==> config.mk <==
export PLATFORM = sky130hd
export DESIGN_NAME = timer_counter
export DESIGN_NICKNAME = d
export VERILOG_FILES = /design/src/rtl/timer_counter_pkg.sv /design/src/rtl/timer_counter.sv
export SDC_FILE = /design/constraint.sdc
export NUM_CORES = 1
export LEC_CHECK = 0
export BUFFER_PORTS_ARGS = -buffer_cell sky130_fd_sc_hd__buf_4
export CAP_MARGIN = 20
export CORE_MARGIN = 2
export CORE_UTILIZATION = 40
export CTS_BUF_LIST = sky130_fd_sc_hd__clkbuf_2
export CTS_CLUSTER_SIZE = 8
export DETAILED_ROUTE_END_ITERATION = 16
export GPL_ROUTABILITY_DRIVEN = 0
export PLACE_DENSITY = 0.73
export SYNTH_ARGS = -nofsm -noshare
export SYNTH_HDL_FRONTEND = slang
export SYNTH_SLANG_ARGS = --single-unit
==> constraint.sdc <==
create_clock -name clk -period 5.8 [get_ports clk]
set_input_delay 1.16 -clock clk [delete_from_list [all_inputs] [get_ports clk]]
set_output_delay 1.16 -clock clk [all_outputs]
set_load 0.01 [all_outputs]
==> src/rtl/timer_counter_pkg.sv <==
// Shared constants for the countdown timer: register offsets, FSM encodings,
// MODE codes and the timer address windows also used by the bus bridge.
package timer_counter_pkg;

  localparam logic [1:0] OFF_CTRL   = 2'd0;
  localparam logic [1:0] OFF_PRESET = 2'd1;
  localparam logic [1:0] OFF_COUNT  = 2'd2;

  typedef enum logic [1:0] {
    ST_IDLE = 2'd0,
    ST_LOAD = 2'd1,
    ST_CNT  = 2'd2,
    ST_INT  = 2'd3
  } tc_state_t;

  localparam logic [1:0] MODE_ONESHOT = 2'd0;
  localparam logic [1:0] MODE_AUTO    = 2'd1;

  localparam int CTRL_EN = 0;
  localparam int CTRL_IM = 3;

  localparam logic [31:0] TC0_BASE = 32'h0000_7F00;
  localparam logic [31:0] TC0_END  = 32'h0000_7F0B;
  localparam logic [31:0] TC1_BASE = 32'h0000_7F10;
  localparam logic [31:0] TC1_END  = 32'h0000_7F1B;

endpackage

==> src/rtl/timer_counter.sv <==
// Memory-mapped countdown timer: CTRL/PRESET/COUNT registers, a 4-state
// count FSM and a level interrupt request gated by CTRL.IM.
module timer_counter
  import timer_counter_pkg::*;
#(
  parameter int DATA_W = 32,
  parameter int CTRL_W = 4
) (
  input  logic              clk,
  input  logic              reset,
  input  logic [31:0]       Addr,
  input  logic              WE,
  input  logic [DATA_W-1:0] Din,
  output logic [DATA_W-1:0] Dout,
  output logic              IRQ
);

  localparam logic [DATA_W-1:0] ONE = DATA_W'(1);

  logic [CTRL_W-1:0] ctrl_reg;
  logic [DATA_W-1:0] preset_reg;
  logic [DATA_W-1:0] count_reg;
  tc_state_t         state_reg;
  logic              irq_flag_reg;

  logic [1:0] offset;
  logic       ctrl_wr;
  logic       preset_wr;
  logic       reg_wr;
  logic       en;
  logic       im;
  logic [1:0] mode;
  logic       unused_addr;

  assign offset      = Addr[3:2];
  assign ctrl_wr     = WE && (offset == OFF_CTRL);
  assign preset_wr   = WE && (offset == OFF_PRESET);
  assign reg_wr      = ctrl_wr || preset_wr;
  assign en          = ctrl_reg[CTRL_EN];
  assign mode        = ctrl_reg[2:1];
  assign im          = ctrl_reg[CTRL_IM];
  assign unused_addr = ^{Addr[31:4], Addr[1:0]};

  // A one-shot completion clears EN, unless a bus write lands on the same edge.
  always_ff @(posedge clk) begin
    if (reset) begin
      ctrl_reg   <= '0;
      preset_reg <= '0;
    end else begin
      if (ctrl_wr)
        ctrl_reg <= Din[CTRL_W-1:0];
      else if (!reg_wr && state_reg == ST_INT && mode != MODE_AUTO)
        ctrl_reg[CTRL_EN] <= 1'b0;
      if (preset_wr)
        preset_reg <= Din;
    end
  end

  always_ff @(posedge clk) begin
    if (reset) begin
      state_reg    <= ST_IDLE;
      count_reg    <= '0;
      irq_flag_reg <= 1'b0;
    end else if (reg_wr) begin
      state_reg    <= ST_IDLE;
      irq_flag_reg <= 1'b0;
    end else begin
      case (state_reg)
        ST_IDLE: begin
          if (en)
            state_reg <= ST_LOAD;
        end
        ST_LOAD: begin
          count_reg <= preset_reg;
          state_reg <= ST_CNT;
        end
        ST_CNT: begin
          // Terminal count at 1 (or 0) so COUNT never wraps below zero.
          if (!en) begin
            state_reg <= ST_IDLE;
          end else if (count_reg > ONE) begin
            count_reg <= count_reg - ONE;
          end else begin
            count_reg    <= '0;
            irq_flag_reg <= 1'b1;
            state_reg    <= ST_INT;
          end
        end
        ST_INT: begin
          state_reg <= ST_IDLE;
          if (mode == MODE_AUTO)
            irq_flag_reg <= 1'b0;
        end
        default: state_reg <= ST_IDLE;
      endcase
    end
  end

  always_comb begin
    Dout = '0;
    case (offset)
      OFF_CTRL:   Dout = {{(DATA_W-CTRL_W){1'b0}}, ctrl_reg};
      OFF_PRESET: Dout = preset_reg;
      OFF_COUNT:  Dout = count_reg;
      default:    Dout = '0;
    endcase
  end

  assign IRQ = irq_flag_reg & im;

endmodule

## Yosys cells after proc, flatten, opt, wreduce, memory -nomap -nowiden

Cells that the tools add are included.

| word-level totals | value |
|---|---|
| memories | 0 |
| bits in read-only memories | 0 |
| bits in writable memories | 0 |
| flip-flop bits (word level) | 71 |
| bits of input ports | 67 |
| output and inout port bits | 33 |
| latch bits | 0 |

| operators by class | value |
|---|---|
| multiplexer cells | 14 |
| add/subtract/negate cells | 1 |
| bitwise logic cells | 2 |
| reductions and logical operators | 15 |
| multipliers | 0 |
| divide/modulo/power cells | 0 |
| shift operators | 0 |
| equality and inequality tests | 12 |
| order comparisons | 1 |

Operator list:

| operator | number |
|---|---|
| $pmux 32 s3 | 1 |
| $mux 32 | 2 |
| $pmux 32 s2 | 1 |
| $gt 32x1->1 const B | 1 |
| $sub 32x1->32 const B | 1 |
| $pmux 2 s4 | 1 |
| $eq 2x1->1 const B | 3 |
| $eq 2x2->1 const B | 3 |
| $mux 2 | 3 |
| $ne 2x2->1 const B | 3 |
| $reduce_bool 2->1 | 3 |
| $mux 1 | 5 |
| $logic_and 1x1->1 | 4 |
| $logic_not 2->1 | 2 |
| $ne 2x1->1 const B | 2 |
| $reduce_and 4->1 | 1 |
| $ne 3x3->1 const B | 1 |
| $reduce_and 3->1 | 1 |
| $pmux 1 s2 | 1 |
| $reduce_and 2->1 | 1 |
| $reduce_or 2->1 | 1 |
| $and 1x1->1 | 1 |
| $logic_not 1->1 | 1 |
| $logic_or 1x1->1 | 1 |
| $not 1->1 | 1 |

## Depth between registers and ports, before layout

Gate-level depths: netlist (run 1).

| logic depth | value |
|---|---|
| depth in word-level cells | 8 |
| mapped depth | 9 |
| gate-level depth less buffers | 8 |

## Worst setup path after synthesis (run 1)

No wires, ideal clock.

| timing path | value |
|---|---|
| path kind | input to output |
| from | in Addr[3] |
| to | out Dout[11] |
| required time | 4640 ps |
| stages on the path | 5 |
| path buffers | 3 |
| arrival time | 2354 ps |
| slack | 2286 ps |
| cell sequence | clkbuf_1 nor2b_1 clkbuf_1 buf_1 a22o_1 |

| between the ends | value |
|---|---|
| longest elaborated chain between the ends | 2 |

RTL lines:

| item | RTL line | RTL |
|---|---|---|
| start, declared | timer_counter.sv:11 | `input logic [31:0] Addr,` |
| $eq 2x2->1, or another cell as far along | timer_counter.sv:101 | `case (offset)` |
| $pmux 32 s3 (*) | timer_counter.sv:101 |  |
| end, declared | timer_counter.sv:14 | `output logic [DATA_W-1:0] Dout,` |

Every way passes the cells marked *; elsewhere a longest branch is shown, timed or not.

## Worst setup path in the final report (run 1)

| timing path | value |
|---|---|
| from | in Addr[3] |
| to | out Dout[4] |

Same word-level chain as after synthesis.

==> load_flow_metrics.sql, run 1 <==
INSERT INTO impl_metrics (metric_group, metric, value, unit) VALUES
('synth', 'ys.warnings.count', '0', ''),
('pwr', 'power.ir.vdd_worst', '0.0821', 'mV'),
('setup_path', 'cp.arrival', '2.45', 'ns'),
('clock_tree', 'worstSkewPairLatency', '0.55', 'ns'),
('final_layout', 'finalNonFillerCells', '712', ''),
('setup_path', 'startpoint_class_of_the_critical_path', 'input port', ''),
('setup_path', 'worst_path_largest_cell_delay', '0.60', 'ns'),
('setup_path', 'criticalPathCategory', 'in2out', ''),
('placement', 'post_dp_cell_area', '4580', 'µm²'),
('synth', 'postSynthRegisterBits', '71', ''),
('detailed_routing', 'route.detailed.drc', '0', ''),
('final_layout', 'ff_latch_area', '1420', 'µm²'),
('timing', 'slew_viol_final', '0', ''),
('setup_path', 'reg2reg_to', 'count_reg[18]', ''),
('synth', 'post-synth-top-count-cell', 'nand2_1', ''),
('final_layout', 'multiInputGateArea', '2380', 'µm²'),
('detailed_routing', 'initial_drc_count', '285', ''),
('setup_path', 'critical_path.endpoint_type', 'output port', ''),
('synth', 'synth.top_cell.area_share', '0.351', ''),
('floorplanning', 'die_x', '105', 'µm'),
('clock_tree', 'cts_htree_levels', '3', ''),
('setup_path', 'setup.reg_to_reg.worst_slack', '2.66', 'ns'),
('grt', 'global_route.usage.met3', '0.0268', ''),
('synth', 'synthCells', '534', ''),
('placement', 'detailedPlacementHpwl', '7.69', 'mm'),
('detailed_routing', 'vias', '4202', ''),
('timing', 'hold_viol', '0', ''),
('clock_tree', 'cts_resized', '0', ''),
('clock_tree', 'path_clk_slew', '0.18', 'ns'),
('pwr', 'power_density', '198', 'nW/µm²'),
('pwr', 'total_leakage_power', '1.85', 'nW'),
('detailed_routing', 'postRouteAntennaNets', '0', ''),
('run_status', 'outcome', 'finished clean', ''),
('synth', 'synth_enable_flop_cells', '0', ''),
('detailed_routing', 'post_drt_via_cell_ratio', '5.90', ''),
('timing', 'max_clock_freq', '277', 'MHz'),
('synth', 'netlist_area', '4040', 'µm²'),
('placement', 'dpl.cell_count', '695', ''),
('floorplanning', 'io-pin-count', '100', ''),
('grt', 'use_met2', '0.355', ''),
('timing', 'worst_slew_margin_rel', '0.359', ''),
('synth', 'synth.net_count', '607', ''),
('clock_tree', 'clock-root-buffer', 'clkbuf_2', ''),
('synth', 'synth.cells.most_frequent', 'nand2_1 (91), dfxtp_1 (71), a21oi_1 (63)', ''),
('floorplanning', 'die_h', '105', 'µm'),
('synth', 'synth-main-ff-cell', 'dfxtp_1', ''),
('synth', 'synth_top_cell_by_area', 'dfxtp_1', ''),
('final_layout', 'layout-drive-gt1-share', '0.187', ''),
('grt', 'first_global_vias', '4027', ''),
('synth', 'synth_seq_area_share', '0.351', ''),
('pwr', 'finalPower', '0.000929', 'W'),
('timing', 'final_min_period_over_clock_period', '0.622', ''),
('grt', 'grt_remaining_overflow', '0', ''),
('timing', 'clock_skew', '0.0320', 'ns'),
('grt', 'grt_start_max_net_pins', '71', ''),
('grt', 'globalRoute.busiestLayer', 'met2', ''),
('setup_path', 'worstPathRequired', '4.64', 'ns'),
('timing', 'grt_setup_unrepaired', 'false', ''),
('floorplanning', 'row_count', '36', ''),
('timing', 'layout_min_cycle_time', '3.61', 'ns'),
('flow_run', 'drv_cap', '0', ''),
('clock_tree', 'cts_buffer_depth', '2', ''),
('hold_path', 'worstHoldPathType', 'reg2reg', ''),
('setup_path', 'critPathSlowestCell', 'nor2b_2', ''),
('hold_path', 'min_to', 'preset_reg[27]', ''),
('setup_path', 'timing.critical_path.mode_cell', 'buf_4', ''),
('detailed_routing', 'wl', '11.6', 'mm'),
('final_layout', 'n_antenna_cell', '0', ''),
('clock_tree', 'cts_made_buffers', '9', ''),
('timing', 'worstMarginPinSlew', '0.962', 'ns'),
('setup_path', 'critical_path_peak_fanout', '15', '');
-- per-layer routing --
layer | wire [µm] | part of all wire
met4 | 274 | 0.024
met2 | 5600 | 0.48
met1 | 5110 | 0.44
met3 | 665 | 0.057
met5 | 0 | 0
-- how the worst max path moves through the flow --
stage | start | depth (start not counted) | endpoint | slack [ns]
floorplan | Addr[3] | 5 | Dout[11] | 2.29
global placement | Addr[3] | 4 | Dout[22] | 1.92
detailed placement | Addr[3] | 5 | Dout[4] | 2.19
CTS | Addr[3] | 5 | Dout[4] | 2.19
global route | Addr[3] | 5 | Dout[4] | 2.10
finish | Addr[3] | 5 | Dout[4] | 2.19
-- kinds of logic after synthesis --
logic type               after synthesis  share of synthesized area
AO/OA/AOI/OAI                        174                      0.283
XOR/XNOR                               1                    0.00217
adder cells (fa/ha/maj)                6                     0.0186
buffers and inverters                 58                     0.0600
flip-flops                            71                      0.351
multiplexers                           8                     0.0217
AND/OR/NAND/NOR                      216                      0.263
-- power breakdown --
group          switching [W]  total [W]  leakage (nW)  internal (W)
clock network       0.000176   0.000235        0.0595     0.0000595
registers          0.0000106   0.000510         0.575      0.000500
logic               0.000113   0.000183          1.22     0.0000697
-- critical path: cells and delay by family --
kind / cells / cell delay (ns)
AND/OR/NAND/NOR: 1 / 0.60
buffers and inverters: 3 / 0.51
AO/OA/AOI/OAI: 1 / 0.17
-- stage by stage --
stage / hold slack [ns] / worst slack (ns) / utilization
finish: 0.483 / 2.19 / 0.481
global route: 0.501 / 2.10 / 0.481
CTS: 0.483 / 2.19 / 0.477
detailed placement: 0.462 / 2.19 / 0.469
global placement: 0.455 / 1.92 / 0.467
floorplan: 0.445 / 2.29 / -
-- final cells by class --
class / instances / share of cell area
clock inverters: 2 / 0.00186
flip-flops and latches: 71 / 0.302
clock buffers: 13 / 0.0138
multi-input cells: 405 / 0.507
repair buffers: 77 / 0.130
inverters: 11 / 0.00878
well taps: 133 / 0.0354
-- cells in the final DEF, fill, tap and decap left out, types with 5 or more instances in the layout --
cell type / n
clkbuf_2: 13
nand2b_1: 7
nor3_1: 12
a221oi_1: 8
mux2i_1: 5
nor2_1: 30
a22o_1: 27
a21oi_1: 63
nor4_1: 16
dfxtp_1: 71
buf_4: 74
and3_1: 15
nand2_1: 91
o21ai_0: 32
ha_1: 6
a22oi_1: 5
inv_1: 11
a31oi_1: 7
nand3_1: 13
No activity file was read; power rests on OpenSTA's default activity.
==> run 2, diff against run 1 <==
Settings changed: ABC_AREA set to 1, PLACE_DENSITY 0.73 to 0.75.
Clock period 5.8 ns to 2.9 ns, I/O delays scaled along.
==> run 2 against run 1 <==
Net effect: global-route usage fell by 0.39 points; count of clock-buffer cells in the layout decreased by 2; worst hold slack worse by 0.22 ns; highest routed layer unchanged; largest power group unchanged; non-clock buffer count fell by 4; cell count increased by 15%.
==> load_flow_metrics.sql, run 2 <==
INSERT INTO impl_metrics (metric_group, metric, value, unit) VALUES
('floorplanning', 'floorplan.core_area', '10200', 'µm²'),
('setup_path', 'worstPathRequired', '3.30', 'ns'),
('floorplanning', 'die_h', '106', 'µm'),
('final_layout', 'layout_common_cells', 'a21oi_1 (95), o21ai_0 (80), inv_1 (77)', ''),
('timing', 'layout_min_cycle_time', '2.53', 'ns'),
('final_layout', 'areaGrowthSynthToFinish', '16.8', '%'),
('final_layout', 'finalNonFillerCells', '822', ''),
('pwr', 'power_density', '599', 'nW/µm²'),
('placement', 'port_buffers', '69', ''),
('grt', 'grt_first_pass_wirelength', '19.2', 'mm'),
('detailed_routing', 'routed_wire_per_std_cell', '14.0', 'µm'),
('placement', 'worst_slack_after_detailed_placement', '0.366', 'ns'),
('synth', 'synth.distinct_cells', '30', ''),
('clock_tree', 'cts_hold_buf', '0', ''),
('clock_tree', 'cts_buffer_depth', '2', ''),
('final_layout', 'utilization', '0.477', ''),
('clock_tree', 'worstSkewPairLatency', '0.51', 'ns'),
('setup_path', 'reg2reg_from', 'state_reg[0]', ''),
('floorplanning', 'floorplan.initialDensity', '0.408', ''),
('synth', 'synth.top_cells.by_area', 'dfxtp_1 (34%), a21oi_1 (11%), o21ai_0 (9.6%), inv_1 (7.0%), nand2_1 (6.2%)', ''),
('synth', 'netlist_area', '4160', 'µm²'),
('final_layout', 'n_antenna_cell', '0', ''),
('floorplanning', 'die_x', '106', 'µm'),
('setup_path', 'critical_path.endpoint_type', 'flip-flop', ''),
('final_layout', 'num-fill-cells', '1077', ''),
('synth', 'synthCells', '627', ''),
('detailed_routing', 'post_drt_via_cell_ratio', '5.27', ''),
('final_layout', 'final_common_cell', 'a21oi_1', ''),
('detailed_routing', 'vias', '4333', ''),
('clock_tree', 'clock_sinks', '71', ''),
('synth', 'synth_top_cell_by_area', 'dfxtp_1', ''),
('flow_run', 'drv_cap', '0', ''),
('placement', 'detailedPlacementHpwl', '7.88', 'mm'),
('synth', 'postSynthRegisterBits', '71', ''),
('clock_tree', 'tritoncts', 'built', ''),
('synth', 'async_reset_ff_frac', '0', ''),
('synth', 'synth_seq_area_share', '0.342', ''),
('clock_tree', 'cts_htree_levels', '3', ''),
('setup_path', 'critPathLaunch', 'state_reg[0]', ''),
('floorplanning', 'row_count', '37', ''),
('detailed_routing', 'postRouteAntennaNets', '0', ''),
('timing', 'final_min_period_over_clock_period', '0.874', ''),
('timing', 'finalSetupViolCount', '0', ''),
('final_layout', 'layout-drive-gt1-share', '0.201', ''),
('clock_tree', 'cts_made_buffers', '9', ''),
('synth', 'post_synth.cell_area_avg', '6.63', 'µm²'),
('floorplanning', 'dieArea', '11200', 'µm²'),
('timing', 'grt_setup_unrepaired', 'false', ''),
('synth', 'ys.warnings.count', '0', ''),
('timing', 'worstMarginPinSlew', '0.934', 'ns'),
('grt', 'grt_remaining_overflow', '0', ''),
('setup_path', 'critical_path_peak_fanout', '35', ''),
('hold_path', 'worst_hold_startpoint', 'reset', ''),
('timing', 'timing.setup.tns', '0', 'ns'),
('clock_tree', 'cts_resized', '0', ''),
('detailed_routing', 'drt-pass1-iter-count', '5', ''),
('timing', 'clock_skew', '0.0231', 'ns'),
('setup_path', 'startpoint_class_of_the_critical_path', 'flip-flop', ''),
('timing', 'whs', '0.258', 'ns'),
('clock_tree', 'clock-root-buffer', 'clkbuf_2', ''),
('clock_tree', 'number_of_setup_buffers_added_after_cts', '0', ''),
('timing', 'hold_viol', '0', ''),
('timing', 'max_clock_freq', '395', 'MHz'),
('detailed_routing', 'wl', '11.5', 'mm'),
('detailed_routing', 'route.detailed.drc', '0', ''),
('synth', 'post-synth-top-count-cell', 'a21oi_1', ''),
('clock_tree', 'path_clk_slew', '0.21', 'ns'),
('synth', 'synth.cells.most_frequent', 'a21oi_1 (95), o21ai_0 (80), inv_1 (77)', ''),
('floorplanning', 'io-pin-count', '100', ''),
('final_layout', 'design.final.nets', '754', ''),
('synth', 'synth_enable_flop_cells', '0', ''),
('run_status', 'outcome', 'finished clean', ''),
('grt', 'grt_start_max_net_pins', '65', ''),
('timing', 'worst_slew_margin_rel', '0.377', ''),
('setup_path', 'cp.arrival', '2.93', 'ns'),
('timing', 'slew_viol_final', '0', ''),
('synth', 'synth.top_cell.area_share', '0.342', ''),
('timing', 'final_critical_path_setup_slack', '0.366', 'ns'),
('grt', 'grt_antenna_before_repair', '0', ''),
('grt', 'first_global_vias', '4254', ''),
('placement', 'dpl.cell_count', '806', ''),
('hold_path', 'worstHoldPathType', 'in2reg', ''),
('pwr', 'power.ir.vdd_worst', '0.277', 'mV'),
('grt', 'track_usage', '0.207', ''),
('detailed_routing', 'initial_drc_count', '282', ''),
('setup_path', 'criticalPathCategory', 'reg2reg', ''),
('pwr', 'total_leakage_power', '2.10', 'nW'),
('synth', 'synth.net_count', '700', ''),
('synth', 'synth-main-ff-cell', 'dfxtp_1', '');
run 2: final cells by class:
cell class	instances	area [µm²]	area share
well taps	136	170	0.0351
inverters	91	342	0.0704
multi-input cells	435	2250	0.463
flip-flops and latches	71	1420	0.293
repair buffers	73	548	0.113
clock inverters	5	72.6	0.0149
clock buffers	11	55.1	0.0113
run 2: per-layer routing:
| metal | track usage | share of wire |
|---|---|---|
| met5 | 0 | 0 |
| met4 | 0.0733 | 0.015 |
| met3 | 0.0374 | 0.060 |
| met2 | 0.349 | 0.47 |
| met1 | 0.264 | 0.45 |
run 2: final timing paths:
kind	end	slack (ns)	cells after the start
setup reg to reg	count_reg[0]	0.37	8
hold / removal	preset_reg[2]	0.26	2
hold reg to reg	preset_reg[11]	0.49	2
setup / recovery	count_reg[0]	0.37	8
run 2: stage by stage:
stage          cell area (µm²)  total power, W
2_1_floorplan             4160         0.00197
3_3_place_gp              4730         0.00223
3_5_place_dp              4730         0.00226
4_1_cts                   4850         0.00290
5_1_grt                   4850         0.00311
6_report                  4850         0.00291
run 2: kinds of logic (layout without fill, tap and decap cells):
| family | after synthesis | count (layout) | share of synthesized area |
|---|---|---|---|
| fa+ha+maj | 6 | 6 | 0.0181 |
| simple gates | 206 | 206 | 0.229 |
| xor+xnor | 9 | 9 | 0.0190 |
| compound gates | 214 | 214 | 0.275 |
| flops | 71 | 71 | 0.342 |
| buf+inv | 121 | 180 | 0.117 |
run 2: power by group:
| group | internal (W) | switching [W] | total [W] |
|---|---|---|---|
| clock network | 0.000286 | 0.000353 | 0.000639 |
| registers | 0.00106 | 0.0000808 | 0.00114 |
| logic | 0.000376 | 0.000756 | 0.00113 |
run 2: critical path, stage by stage, from the launching register on:
cell and delay, ns:
dfxtp_1 0.39, inv_1 0.10, ha_1 0.32, inv_1 0.11
o21ai_1 0.09, nor2_4 0.61, inv_2 0.45, a21oi_1 0.27
a21oi_2 0.07
==> run 3, diff against run 2 <==
Settings changed: ABC_AREA 1 to not set.
==> run 3 against run 2 <==
Net effect: sequential power is 11% lower; core utilization is 1.8 points higher; cell count is 12% lower; critical path depth is 2 lower; clock skew is 0.0011 ns lower.
==> load_flow_metrics.sql, run 3 (synthesis results as in run 1) <==
INSERT INTO impl_metrics (metric_group, metric, value, unit) VALUES
('final_layout', 'layout_common_cells', 'nand2_1 (91), buf_4 (84), dfxtp_1 (71)', ''),
('timing', 'finalSetupViolCount', '0', ''),
('floorplanning', 'floorplan.initialDensity', '0.414', ''),
('clock_tree', 'cts_buffer_depth', '2', ''),
('setup_path', 'critical_path.endpoint_type', 'flip-flop', ''),
('grt', 'grt_start_max_net_pins', '47', ''),
('timing', 'layout_min_cycle_time', '2.58', 'ns'),
('detailed_routing', 'routed_wire_per_std_cell', '15.8', 'µm'),
('grt', 'global_route.usage.met3', '0.0237', ''),
('final_layout', 'design.final.nets', '656', ''),
('grt', 'grt_first_pass_wirelength', '19.0', 'mm'),
('grt', 'first_global_vias', '4027', ''),
('clock_tree', 'tritoncts', 'built', ''),
('grt', 'grt_remaining_overflow', '0', ''),
('setup_path', 'criticalPathCategory', 'reg2reg', ''),
('floorplanning', 'floorplan.core_area', '9770', 'µm²'),
('final_layout', 'areaGrowthSynthToFinish', '19.5', '%'),
('final_layout', 'finalNonFillerCells', '722', ''),
('timing', 'max_clock_freq', '387', 'MHz'),
('timing', 'final_min_period_over_clock_period', '0.891', ''),
('final_layout', 'layout-drive-gt1-share', '0.201', ''),
('detailed_routing', 'route.detailed.drc', '0', ''),
('pwr', 'power_density', '446', 'nW/µm²'),
('floorplanning', 'dieArea', '10900', 'µm²'),
('grt', 'gr-usage-met1', '0.262', ''),
('placement', 'port_buffers', '69', ''),
('setup_path', 'startpoint_class_of_the_critical_path', 'flip-flop', ''),
('clock_tree', 'clock-root-buffer', 'clkbuf_2', ''),
('grt', 'track_usage', '0.207', ''),
('floorplanning', 'die_h', '105', 'µm'),
('clock_tree', 'cts_resized', '0', ''),
('timing', 'slew_viol_final', '0', ''),
('setup_path', 'critical_path_peak_fanout', '17', ''),
('clock_tree', 'worstSkewPairLatency', '0.54', 'ns'),
('grt', 'use_met2', '0.355', ''),
('clock_tree', 'number_of_setup_buffers_added_after_cts', '0', ''),
('timing', 'worst_slew_margin_rel', '0.595', ''),
('detailed_routing', 'vias', '4235', ''),
('pwr', 'finalPower', '0.00215', 'W'),
('final_layout', 'num-fill-cells', '949', ''),
('timing', 'hold_viol', '0', ''),
('clock_tree', 'clock_sinks', '71', ''),
('clock_tree', 'cts_made_buffers', '9', ''),
('detailed_routing', 'drt-pass1-iter-count', '5', ''),
('floorplanning', 'row_count', '36', ''),
('timing', 'worstMarginPinSlew', '0.602', 'ns'),
('detailed_routing', 'initial_drc_count', '219', ''),
('grt', 'grt_antenna_before_repair', '0', ''),
('clock_tree', 'cts_htree_levels', '3', ''),
('setup_path', 'cp.arrival', '3.05', 'ns'),
('detailed_routing', 'wl', '11.4', 'mm'),
('timing', 'final_critical_path_setup_slack', '0.316', 'ns'),
('floorplanning', 'io-pin-count', '100', ''),
('setup_path', 'worstPathRequired', '3.37', 'ns'),
('floorplanning', 'die_x', '105', 'µm'),
('timing', 'clock_skew', '0.0220', 'ns'),
('pwr', 'total_leakage_power', '1.91', 'nW'),
('detailed_routing', 'post_drt_via_cell_ratio', '5.87', ''),
('flow_run', 'drv_cap', '0', ''),
('grt', 'globalRoute.busiestLayer', 'met2', ''),
('pwr', 'power.ir.vdd_worst', '0.229', 'mV'),
('hold_path', 'worstHoldPathType', 'in2reg', ''),
('placement', 'worst_slack_after_detailed_placement', '0.371', 'ns'),
('placement', 'detailedPlacementHpwl', '7.63', 'mm'),
('clock_tree', 'cts_hold_buf', '0', ''),
('detailed_routing', 'postRouteAntennaNets', '0', ''),
('run_status', 'outcome', 'finished clean', ''),
('clock_tree', 'path_clk_slew', '0.22', 'ns'),
('timing', 'grt_setup_unrepaired', 'false', ''),
('placement', 'dpl.cell_count', '705', ''),
('final_layout', 'final_common_cell', 'nand2_1', ''),
('timing', 'timing.setup.tns', '0', 'ns');
run 3: changes by cell type in the layout (fill, tap and decap cells not counted), sizes merged, moves of 27 or more:
cell / before / now
inv: 91 / 11
o21ai: 81 / 32
nor2: 73 / 31
a21oi: 99 / 63
a22o: 0 / 28
nand3: 40 / 13
o22ai: 28 / 1
run 3: layout make-up:
| cell class | instances | area (µm²) | area share |
|---|---|---|---|
| multi-input cells | 405 | 2380 | 0.493 |
| flip-flops and latches | 71 | 1420 | 0.294 |
| repair buffers | 85 | 651 | 0.135 |
| well taps | 133 | 166 | 0.0344 |
| clock inverters | 7 | 121 | 0.0251 |
| clock buffers | 9 | 45.0 | 0.00932 |
| inverters | 11 | 41.3 | 0.00854 |
| diodes | 1 | 2.50 | 0.000518 |
run 3: final timing paths:
| path | start | endpoint | slack, ns | cells past startpoint |
|---|---|---|---|---|
| worst min register to register | preset_reg[13] | preset_reg[13] | 0.48 | 2 |
| worst max register to register | count_reg[10] | state_reg[0] | 0.32 | 6 |
| worst min-delay path | Din[5] | preset_reg[5] | 0.25 | 3 |
| worst max-delay path | count_reg[10] | state_reg[0] | 0.32 | 6 |
run 3: report_power, final:
group	internal (W)	leakage [nW]	switching, W
logic	0.000148	1.25	0.000229
registers	0.00100	0.575	0.0000214
clock network	0.000371	0.0843	0.000384
total	0.00152	1.91	0.000635
run 3: per-stage QoR:
stage	hold slack [ns]	utilization	cell area [µm²]
floorplan	0.445	-	4040
global placement	0.455	0.477	4660
detailed placement	0.463	0.477	4660
CTS	0.240	0.494	4830
global route	0.228	0.494	4830
finish	0.249	0.494	4830
run 3: metal layers:
layer  vias to the layer above  routed length (µm)
li1                       2059                   -
met1                      2000                4910
met2                       156                5560
met3                        20                 666
met4                         0                 260
met5                         -                   0
run 3: worst max-delay path, cell delays in order, from the launching register on:
cell and delay, ns:
dfxtp_1 0.43, or4_4 0.59, or4_4 0.57, nor3_4 0.24, nor2_4 0.15, mux2_4 0.30, a211oi_2 0.23
